### config.mk
export PLATFORM = sky130hd
export DESIGN_NAME = num_parse_arbiter
export DESIGN_NICKNAME = d
export VERILOG_FILES = /design/src/rtl/num_parse_arbiter.sv
export SDC_FILE = /design/constraint.sdc
export NUM_CORES = 1
export LEC_CHECK = 0
export CORE_ASPECT_RATIO = 0.6
export CORE_UTILIZATION = 34
export DETAILED_ROUTE_END_ITERATION = 8
export HOLD_SLACK_MARGIN = 0.1
export PLACE_DENSITY = 0.82
export SETUP_SLACK_MARGIN = 0.5
export SYNTH_ARGS = -nofsm -noshare
export SYNTH_HDL_FRONTEND = slang
export SYNTH_SLANG_ARGS = --single-unit
### constraint.sdc
create_clock -name clk -period 2.2 [get_ports clk]
set_input_delay 0.66 -clock clk [delete_from_list [all_inputs] [get_ports clk]]
set_output_delay 0.66 -clock clk [all_outputs]
set_load 0.02 [all_outputs]
### src/rtl/num_parse_arbiter.sv
// num_parse_arbiter: shares one ASCII decimal parser among N_SRC byte streams.
// A source holds the grant from its first byte until its number has been
// handed to the consumer. Grants rotate round-robin.
// Optional build macro NUM_ARB_TIMEOUT_EN: drops a grant that has sent no
// digit and has been idle for TIMEOUT cycles.
module num_parse_arbiter #(
  parameter int N_SRC   = 4,
  parameter int SRC_W   = 2,
  parameter int TIMEOUT = 255
) (
  input  logic               clk,
  input  logic               rst_n,
  input  logic [8*N_SRC-1:0] s_dtm,
  input  logic [N_SRC-1:0]   s_vld,
  output logic [N_SRC-1:0]   s_rdy,
  output logic [7:0]         p_dtm,
  output logic               p_vld,
  input  logic               p_rdy,
  input  logic [31:0]        q_dtm,
  input  logic               q_vld,
  output logic               q_rdy,
  output logic [31:0]        n_dtm,
  output logic [SRC_W-1:0]   n_src,
  output logic               n_vld,
  input  logic               n_rdy,
  output logic               busy
);

  typedef enum logic [1:0] {IDLE, FEED, WAIT_NUM, SEND} state_t;

  state_t                      state, state_nxt;
  logic [SRC_W-1:0]            rr_ptr, rr_nxt, grant, grant_nxt, grant_inc, arb_idx;
  logic                        seen_digit, seen_nxt, arb_hit;
  logic [N_SRC-1:0][7:0]       src_b;
  logic [7:0]                  cur_b;
  logic                        cur_vld, cur_digit, hs;

  assign src_b     = s_dtm;
  assign cur_b     = src_b[grant];
  assign cur_vld   = s_vld[grant];
  assign cur_digit = (cur_b >= 8'h30) && (cur_b <= 8'h39);
  assign hs        = (state == FEED) && cur_vld && p_rdy;
  assign grant_inc = (grant == SRC_W'(N_SRC - 1)) ? '0 : grant + 1'b1;
  assign p_dtm     = cur_b;
  assign busy      = (state != IDLE);

`ifdef NUM_ARB_TIMEOUT_EN
  localparam int TO_W = $clog2(TIMEOUT + 1);
  logic [TO_W-1:0] to_cnt;
  logic            to_fire;

  // Only an empty grant may time out; after a digit the parser holds state.
  assign to_fire = (state == FEED) && !seen_digit && !cur_vld &&
                   (to_cnt == TO_W'(TIMEOUT - 1));

  // Idle-cycle counter for the current digit-less grant.
  always_ff @(posedge clk or negedge rst_n) begin
    if (!rst_n)                           to_cnt <= '0;
    else if (state != FEED || seen_digit) to_cnt <= '0;
    else if (hs || to_fire)               to_cnt <= '0;
    else if (!cur_vld)                    to_cnt <= to_cnt + 1'b1;
  end
`endif

  // Round-robin pick: nearest requester at or after rr_ptr. Scanning from the
  // farthest offset down lets the nearest one win the last assignment.
  always_comb begin
    int               idx;
    logic [SRC_W-1:0] idx_s;
    arb_hit = 1'b0;
    arb_idx = rr_ptr;
    idx     = 0;
    idx_s   = '0;
    for (int i = N_SRC - 1; i >= 0; i--) begin
      idx   = (int'(rr_ptr) + i) % N_SRC;
      idx_s = SRC_W'(idx);
      if (s_vld[idx_s]) begin
        arb_hit = 1'b1;
        arb_idx = idx_s;
      end
    end
  end

  // Next-state and handshake steering.
  always_comb begin
    state_nxt = state;
    rr_nxt    = rr_ptr;
    grant_nxt = grant;
    seen_nxt  = seen_digit;
    s_rdy     = '0;
    p_vld     = 1'b0;
    q_rdy     = 1'b0;
    case (state)
      IDLE: begin
        q_rdy = 1'b1;  // flush any stale parser result
        if (arb_hit) begin
          grant_nxt = arb_idx;
          state_nxt = FEED;
        end
      end
      FEED: begin
        p_vld        = cur_vld;
        s_rdy[grant] = p_rdy;
        if (hs) begin
          if (cur_digit)       seen_nxt  = 1'b1;
          else if (seen_digit) state_nxt = WAIT_NUM;
        end
`ifdef NUM_ARB_TIMEOUT_EN
        if (to_fire) begin
          state_nxt = IDLE;
          rr_nxt    = grant_inc;
        end
`endif
      end
      WAIT_NUM: begin
        q_rdy = 1'b1;
        if (q_vld) state_nxt = SEND;
      end
      SEND: begin
        if (n_rdy) begin
          state_nxt = IDLE;
          seen_nxt  = 1'b0;
          rr_nxt    = grant_inc;
        end
      end
      default: state_nxt = IDLE;
    endcase
  end

  // Control state registers.
  always_ff @(posedge clk or negedge rst_n) begin
    if (!rst_n) begin
      state      <= IDLE;
      rr_ptr     <= '0;
      grant      <= '0;
      seen_digit <= 1'b0;
    end else begin
      state      <= state_nxt;
      rr_ptr     <= rr_nxt;
      grant      <= grant_nxt;
      seen_digit <= seen_nxt;
    end
  end

  // Result register: captured from the parser, held after delivery.
  always_ff @(posedge clk or negedge rst_n) begin
    if (!rst_n) begin
      n_dtm <= '0;
      n_src <= '0;
      n_vld <= 1'b0;
    end else if (state == WAIT_NUM && q_vld) begin
      n_dtm <= q_dtm;
      n_src <= grant;
      n_vld <= 1'b1;
    end else if (state == SEND && n_rdy) begin
      n_vld <= 1'b0;
    end
  end

endmodule

==> key figures, run 1 <==
Finish
  – Area delta synth->final: 85.3%
  – Multi-input logic area: 1150 µm²
  – Share of cells above drive strength 1: 41.4%
  – Sequential standard cell area: ~1100 µm²
  – Design area: 3920 µm²
  – # diodes: 0
  – Final Util: 67.9%
  – Fill count: 508
  – Nets: roughly 400
  – Layout Cells excl Fill: approximately 400

Detailed routing
  – DRT antenna net count: 0
  – Drt pass-1 iters: 4
  – Wirelength per Cell: around 16 µm
  – Residual DRC: 0
  – Total Wirelength: 6360 µm
  – Vias: 1900
  – First DRT Iteration DRCs: 39
  – Average vias per placed instance: ~4.7

Clock tree
  – CTS max path bufs: 2
  – Clock Tree Root: clkbuf_8
  – CTS Sinks: 42
  – Later-pin clock latency in the skew report: 290 ps
  – Num CTS Buffers: 5
  – Reg clk slew, reported paths: about 80 ps
  – H-Tree Depth: 2
  – CTS tree: built

Outcome
  – Failing checks: setup timing
  – Outcome: finished with violations

Critical path
  – Data required time of the worst path: 1540 ps
  – Register-to-register setup slack: ~20 ps
  – CP Launch Type: input pin
  – Crit-path max FO: 2
  – Critical path type: in -> out
  – Worst setup EP type: output port
  – Crit path DAT: 1680 ps

GRT
  – Largest net degree at the start of global routing: 43
  – First-pass GRT wire length: 10400 µm
  – Grt ovf: 0
  – Gr usage total: 20.4%
  – Antenna violations before repair: 0
  – Vias in the first global route: 2054

Synth
  – Syn Nets: 243
  – Synth Flop Type: dfrtp_1
  – Post-Syn Area per Cell: 13.1 µm²
  – Synth warn: 0
  – Asr flop ratio synth: 100%
  – Post-synth EDFFs: 0
  – Sequential-to-total area share from yosys stat: 49.6%
  – Synth unique cells: 28
  – Flops & latches, synth: between 40 and 50
  – Netlist Area Pre-Place: 2120 µm²
  – Post-Syn Instances: 162

Place
  – Port buffer count: 122
  – Placed insts: 379
  – Place WS: -862 ps
  – GPL Wtd Cong: 0.780
  – Post-DP HPWL: 4710 µm
  – Placed instance area: 3600 µm²

STA
  – RSZ-0062 raised after global routing: true
  – Worst rel slew slack: 82.5%
  – Post-layout min period: 2340 ps
  – Clk_skew: 4.78 ps
  – Measured slew at the worst slew-check pin: 260 ps
  – F_max: 428 MHz
  – Final Hold Vio Count: 0
  – Final Cycle Share: 106%
  – Final TNS setup: -451 ps
  – Hold slack: 327 ps
  – Final Setup Violations: 10
  – Setup ws final: -135 ps
  – Final Max Slew Viols: 0

Die
  – Initial Util: a little over a third
  – Core area: 5780 µm²
  – Row count: 21
  – Die area: 6560 µm²
  – Die Span Y: 63.1 µm
  – I/O Pins: about 120
  – Die width: 104 µm

Pwr
  – Power Dens Cells: 1320 nW/µm²
  – Peak supply drop: 0.000556 V
  – Lkg Pwr: 1.77 nW
  – Total Power: 5.19 mW

Job
  – Max cap viols: 0

Hold path
  – Hold Path Class: in -> async
## cell usage in the layout, fill, tap and decap left out, drive strengths merged, types with 8 or more instances in the layout
| master | synthesis | final |
|---|---|---|
| dlygate4sd2 | 0 | 52 |
| buf | 2 | 52 |
| dfrtp | 42 | 42 |
| clkdlybuf4s50 | 0 | 35 |
| mux2 | 35 | 35 |
| clkdlybuf4s15 | 0 | 14 |
| nand2 | 12 | 12 |
| inv | 10 | 11 |
| clkbuf | 4 | 9 |
| mux4 | 8 | 8 |
| ha | 8 | 8 |
## synth_stat cells (all sizes together) (3+ instances only)
cell type  instances  share of area [%]
inv               10                1.8
mux2              35                 19
o21ai              7                1.7
clkbuf             4               0.71
o22ai              3               0.89
and3               4                1.2
mux4               8                9.4
a21oi              5                1.2
nand2             12                2.1
ha                 8                4.7
nor2               6                1.1
mux2i              3                1.4
dfrtp             42                 50
## area by class of cell
class / instances / area share (%)
well taps: 80 / 2.55
repair buffers: 157 / 37.6
flip-flops and latches: 42 / 26.9
clock inverters: 3 / 0.606
inverters: 10 / 1.34
clock buffers: 5 / 1.75
multi-input cells: 104 / 29.3
## worst max-delay path, stage by stage
cell and delay, ps:
clkdlybuf4s50_1 390, mux4_2 470, buf_6 150
## cells by family (layout without fill, tap and decap cells)
group                      count (synthesis)  in the layout  synth area share [%]
adders and majority gates                  8              8                  4.73
DFF                                       42             42                  49.6
muxes                                     46             46                  29.4
and+or+nand+nor                           29             29                  6.68
buffers and inverters                     16            175                  3.25
AOI/OAI and AO/OA                         21             21                  6.26
## flip-flops by register name, summed over array words and instances, names as in the netlist
register	flops
grant	2
n_dtm	32
n_src	2
n_vld	1
rr_ptr	2
seen_digit	1
state	2
## layer usage
metal / GRT usage (%) / vias to the layer above / part of all wire, %
met4: 4.46 / 0 / 1.1
met5: 0 / - / 0
li1: - / 901 / -
met2: 33.8 / 60 / 49
met1: 26.9 / 933 / 45
met3: 5.49 / 6 / 4.6
## final timing paths
path	depth (start not counted)	to	from
worst max-delay path	3	p_dtm[7]	s_dtm[15]
worst min-delay path	2	n_dtm[24]	rst_n
worst max register to register	7	state[1]	grant[0]
worst min register to register	2	n_src[1]	n_src[1]
max in group asynchronous	2	grant[0]	rst_n
min in group clk	2	n_src[1]	n_src[1]
## where the power goes
part,switching [mW],internal [mW]
Sequential,0.233,1.17
Clock,0.279,0.227
Combinational,1.55,1.73
## timing repair
| action | CTS | global route |
|---|---|---|
| pin swaps | 3 | 4 |
| setup buffers | 13 | 1 |
| resized for setup | 199 | 34 |
| endpoints found under the setup margin | 55 | 33 |
| hold buffers | 0 | 0 |
Note: power is estimated with default switching activity, not from simulation.
==> run 2, diff against run 1 <==
--- a/config.mk
+++ b/config.mk
@@ -7,10 +7,12 @@
 export LEC_CHECK = 0
 export CORE_ASPECT_RATIO = 0.6
 export CORE_UTILIZATION = 34
+export CTS_CLUSTER_SIZE = 20
 export DETAILED_ROUTE_END_ITERATION = 8
 export HOLD_SLACK_MARGIN = 0.1
 export PLACE_DENSITY = 0.82
 export SETUP_SLACK_MARGIN = 0.5
+export SLEW_MARGIN = 5
 export SYNTH_ARGS = -nofsm -noshare
 export SYNTH_HDL_FRONTEND = slang
 export SYNTH_SLANG_ARGS = --single-unit
==> results of run 2 <==
The final DEF is identical to that of run 1; final timing and power are the same.
==> run 3, diff against run 2 <==
--- a/config.mk
+++ b/config.mk
@@ -5,7 +5,7 @@
 export SDC_FILE = /design/constraint.sdc
 export NUM_CORES = 1
 export LEC_CHECK = 0
-export CORE_ASPECT_RATIO = 0.6
+export ABC_CLOCK_PERIOD_IN_PS = 2200
 export CORE_UTILIZATION = 34
 export CTS_CLUSTER_SIZE = 20
 export DETAILED_ROUTE_END_ITERATION = 8
==> key figures, run 3 (same netlist as run 1, synthesis figures left out) <==
Place
  – Place WS: -722 ps (was -862 ps)
  – GPL Wtd Cong: 0.750 (was 0.780)
  – Post-DP HPWL: 4210 µm (was 4710 µm)
  – Port buffer count: 122 (unchanged)
  – Placed instance area: 3540 µm² (was 3600 µm²)

Finish
  – Share of cells above drive strength 1: 38.5% (was 41.4%)
  – # diodes: 0 (unchanged)
  – Max reg flops: 32 (unchanged)
  – Most frequent cells in the layout: 67 x dlygate4sd2_1, 41 x dfrtp_1, 34 x clkdlybuf4s50_1 (was 52 x dlygate4sd2_1, 41 x dfrtp_1, 35 x clkdlybuf4s50_1)
  – Commonest non-fill, non-tap cell in the layout: dlygate4sd2_1 (unchanged)
  – Final Util: 64.6% (was 67.9%)
  – Nets: 397 (was 401)
  – Area delta synth->final: 81.7% (was 85.3%)
  – Design area: 3850 µm² (was 3920 µm²)
  – Largest Register: n_dtm (unchanged)
  – Fill count: 490 (was 508)

Pwr
  – Sw frac: 39.1% (was 39.8%)
  – Peak supply drop: 0.000742 V (was 0.000556 V)
  – Gate power share: 62.6% (was 63.2%)
  – Lkg Pwr: 1.76 nW (was 1.77 nW)
  – Power Dens Cells: 1320 nW/µm² (about the same)
  – Psw: 1.99 mW (was 2.06 mW)
  – Clock power share: 10.3% (was 9.8%)
  – Part of the power in registers: 27.1% (was 27.0%)
  – Internal Power: 3.10 mW (was 3.12 mW)

GRT
  – Largest net degree at the start of global routing: 43 (unchanged)
  – Vias in the first global route: 2006 (was 2054)
  – Top Usage Layer GRT: met2 (unchanged)
  – Gr usage total: 18.1% (was 20.4%)
  – Grt ovf: 0 (unchanged)
  – Antenna violations before repair: 0 (unchanged)
  – First-pass GRT wire length: 8980 µm (was 10400 µm)
  – M2 GR Usage: 34.8% (was 33.8%)
  – Met3 Use GR: 6.85% (was 5.49%)
  – Met1 usage: 17.8% (was 26.9%)

Clock tree
  – Num CTS Buffers: 5 (unchanged)
  – CTS Sinks: 42 (unchanged)
  – Reg clk slew, reported paths: 80 ps (about the same)
  – Clock Tree Root: clkbuf_8 (unchanged)
  – CTS tree: built (unchanged)
  – CTS max path bufs: 2 (unchanged)
  – Later-pin clock latency in the skew report: 290 ps (about the same)
  – H-Tree Depth: 2 (unchanged)

Critical path
  – Register-to-register setup slack: -20 ps (was 20 ps)
  – Critical path type: reg -> out (was in -> out)
  – Worst R2R Path Depth: 7 (unchanged)
  – Crit path DAT: 1670 ps (was 1680 ps)
  – Crit-path max FO: 4 (was 2)
  – Worst R2R Start: grant[0] (unchanged)
  – Data required time of the worst path: 1540 ps (about the same)
  – CP Launch Type: flip-flop (was input pin)
  – Worst setup EP type: output port (unchanged)
  – RR Endpoint: state[0] (was state[1])

STA
  – Clk_skew: 4.64 ps (was 4.78 ps)
  – Final Max Slew Viols: 0 (unchanged)
  – Post-layout min period: 2330 ps (was 2340 ps)
  – RSZ-0062 raised after global routing: true (unchanged)
  – Hold slack: 430 ps (was 327 ps)
  – F_max: 430 MHz (was 428 MHz)
  – Measured slew at the worst slew-check pin: 542 ps (was 260 ps)
  – Final Hold Vio Count: 0 (unchanged)
  – Worst rel slew slack: 63.8% (was 82.5%)
  – Setup ws final: -128 ps (was -135 ps)
  – Final TNS setup: -1180 ps (was -451 ps)
  – Final Setup Violations: 14 (was 10)
  – Final Cycle Share: 106% (about the same)

Die
  – Initial Util: 35.5% (was 36.6%)
  – Row count: 28 (was 21)
  – Die area: 6550 µm² (was 6560 µm²)
  – I/O Pins: 123 (unchanged)
  – Core area: 5960 µm² (was 5780 µm²)
  – Die width: 80.9 µm (was 104 µm)
  – Die Span Y: 80.9 µm (was 63.1 µm)

Outcome
  – Failing checks: setup timing (unchanged)
  – Outcome: finished with violations (unchanged)

Detailed routing
  – Vias: 1895 (was 1900)
  – Total Wirelength: 5890 µm (was 6360 µm)
  – Residual DRC: 0 (unchanged)
  – Average vias per placed instance: 4.83 (was 4.74)
  – First DRT Iteration DRCs: 34 (was 39)
  – Drt pass-1 iters: 4 (unchanged)
  – DRT antenna net count: 0 (unchanged)
  – Wirelength per Cell: 15.0 µm (was 15.9 µm)

Hold path
  – Hold Path Class: in -> async (unchanged)

Job
  – Max cap viols: 0 (unchanged)
==> run 3: worst max-delay path by stage <==
stage | startpoint | end | cells after the start | slack, ps
2_1_floorplan | s_dtm[28] | state[0] | 4 | 50
3_3_place_gp | s_vld[3] | p_vld | 4 | -720
3_5_place_dp | s_vld[1] | p_vld | 4 | -720
4_1_cts | grant[0] | p_vld | 5 | -140
5_1_grt | grant[0] | p_vld | 5 | -170
6_report | grant[0] | p_dtm[6] | 4 | -130
==> run 3: repair_timing <==
action / in CTS / in global routing
hold endpoints to repair: 0 / 0
gates resized for setup: 195 / 10
pin swaps: 4 / 4
setup buffers: 14 / 1
hold buffers: 0 / 0
endpoints found under the setup margin: 55 / 22
==> run 3: metal layers <==
layer	wire, µm	part of all wire, %
met5	0	0
met4	76	1.3
met3	595	10
met2	3110	53
met1	2100	36
==> run 3: area by class of cell <==
cell class | instances | area [µm²] | area share, %
clock buffers | 7 | 86.3 | 2.24
clock inverters | 1 | 8.76 | 0.228
inverters | 10 | 50.0 | 1.30
multi-input cells | 104 | 1100 | 28.6
flip-flops and latches | 42 | 1050 | 27.4
well taps | 75 | 93.8 | 2.44
repair buffers | 153 | 1450 | 37.7
==> run 3: power groups by stage <==
stage	Sequential [mW]	Clock, mW	Combinational (mW)
after floorplan	1.80	0	1.18
final	1.38	0.523	3.19
after detailed placement	1.45	0	2.88
after CTS	1.38	0.542	3.14
after global routing	1.43	0.569	3.41
after global placement	1.42	0	2.83
==> run 3: per-stage QoR <==
| step | total power, mW | instances |
|---|---|---|
| finish | 5.09 | 392 |
| global route | 5.41 | 392 |
| CTS | 5.06 | 391 |
| detailed placement | 4.33 | 369 |
| global placement | 4.25 | 369 |
| floorplan | 2.99 | 162 |
==> run 3: worst max-delay path, stage by stage, from the launching register on <==
cell	delay, ps
dfrtp_4	500
buf_12	140
buf_6	110
mux4_2	470
buf_6	160
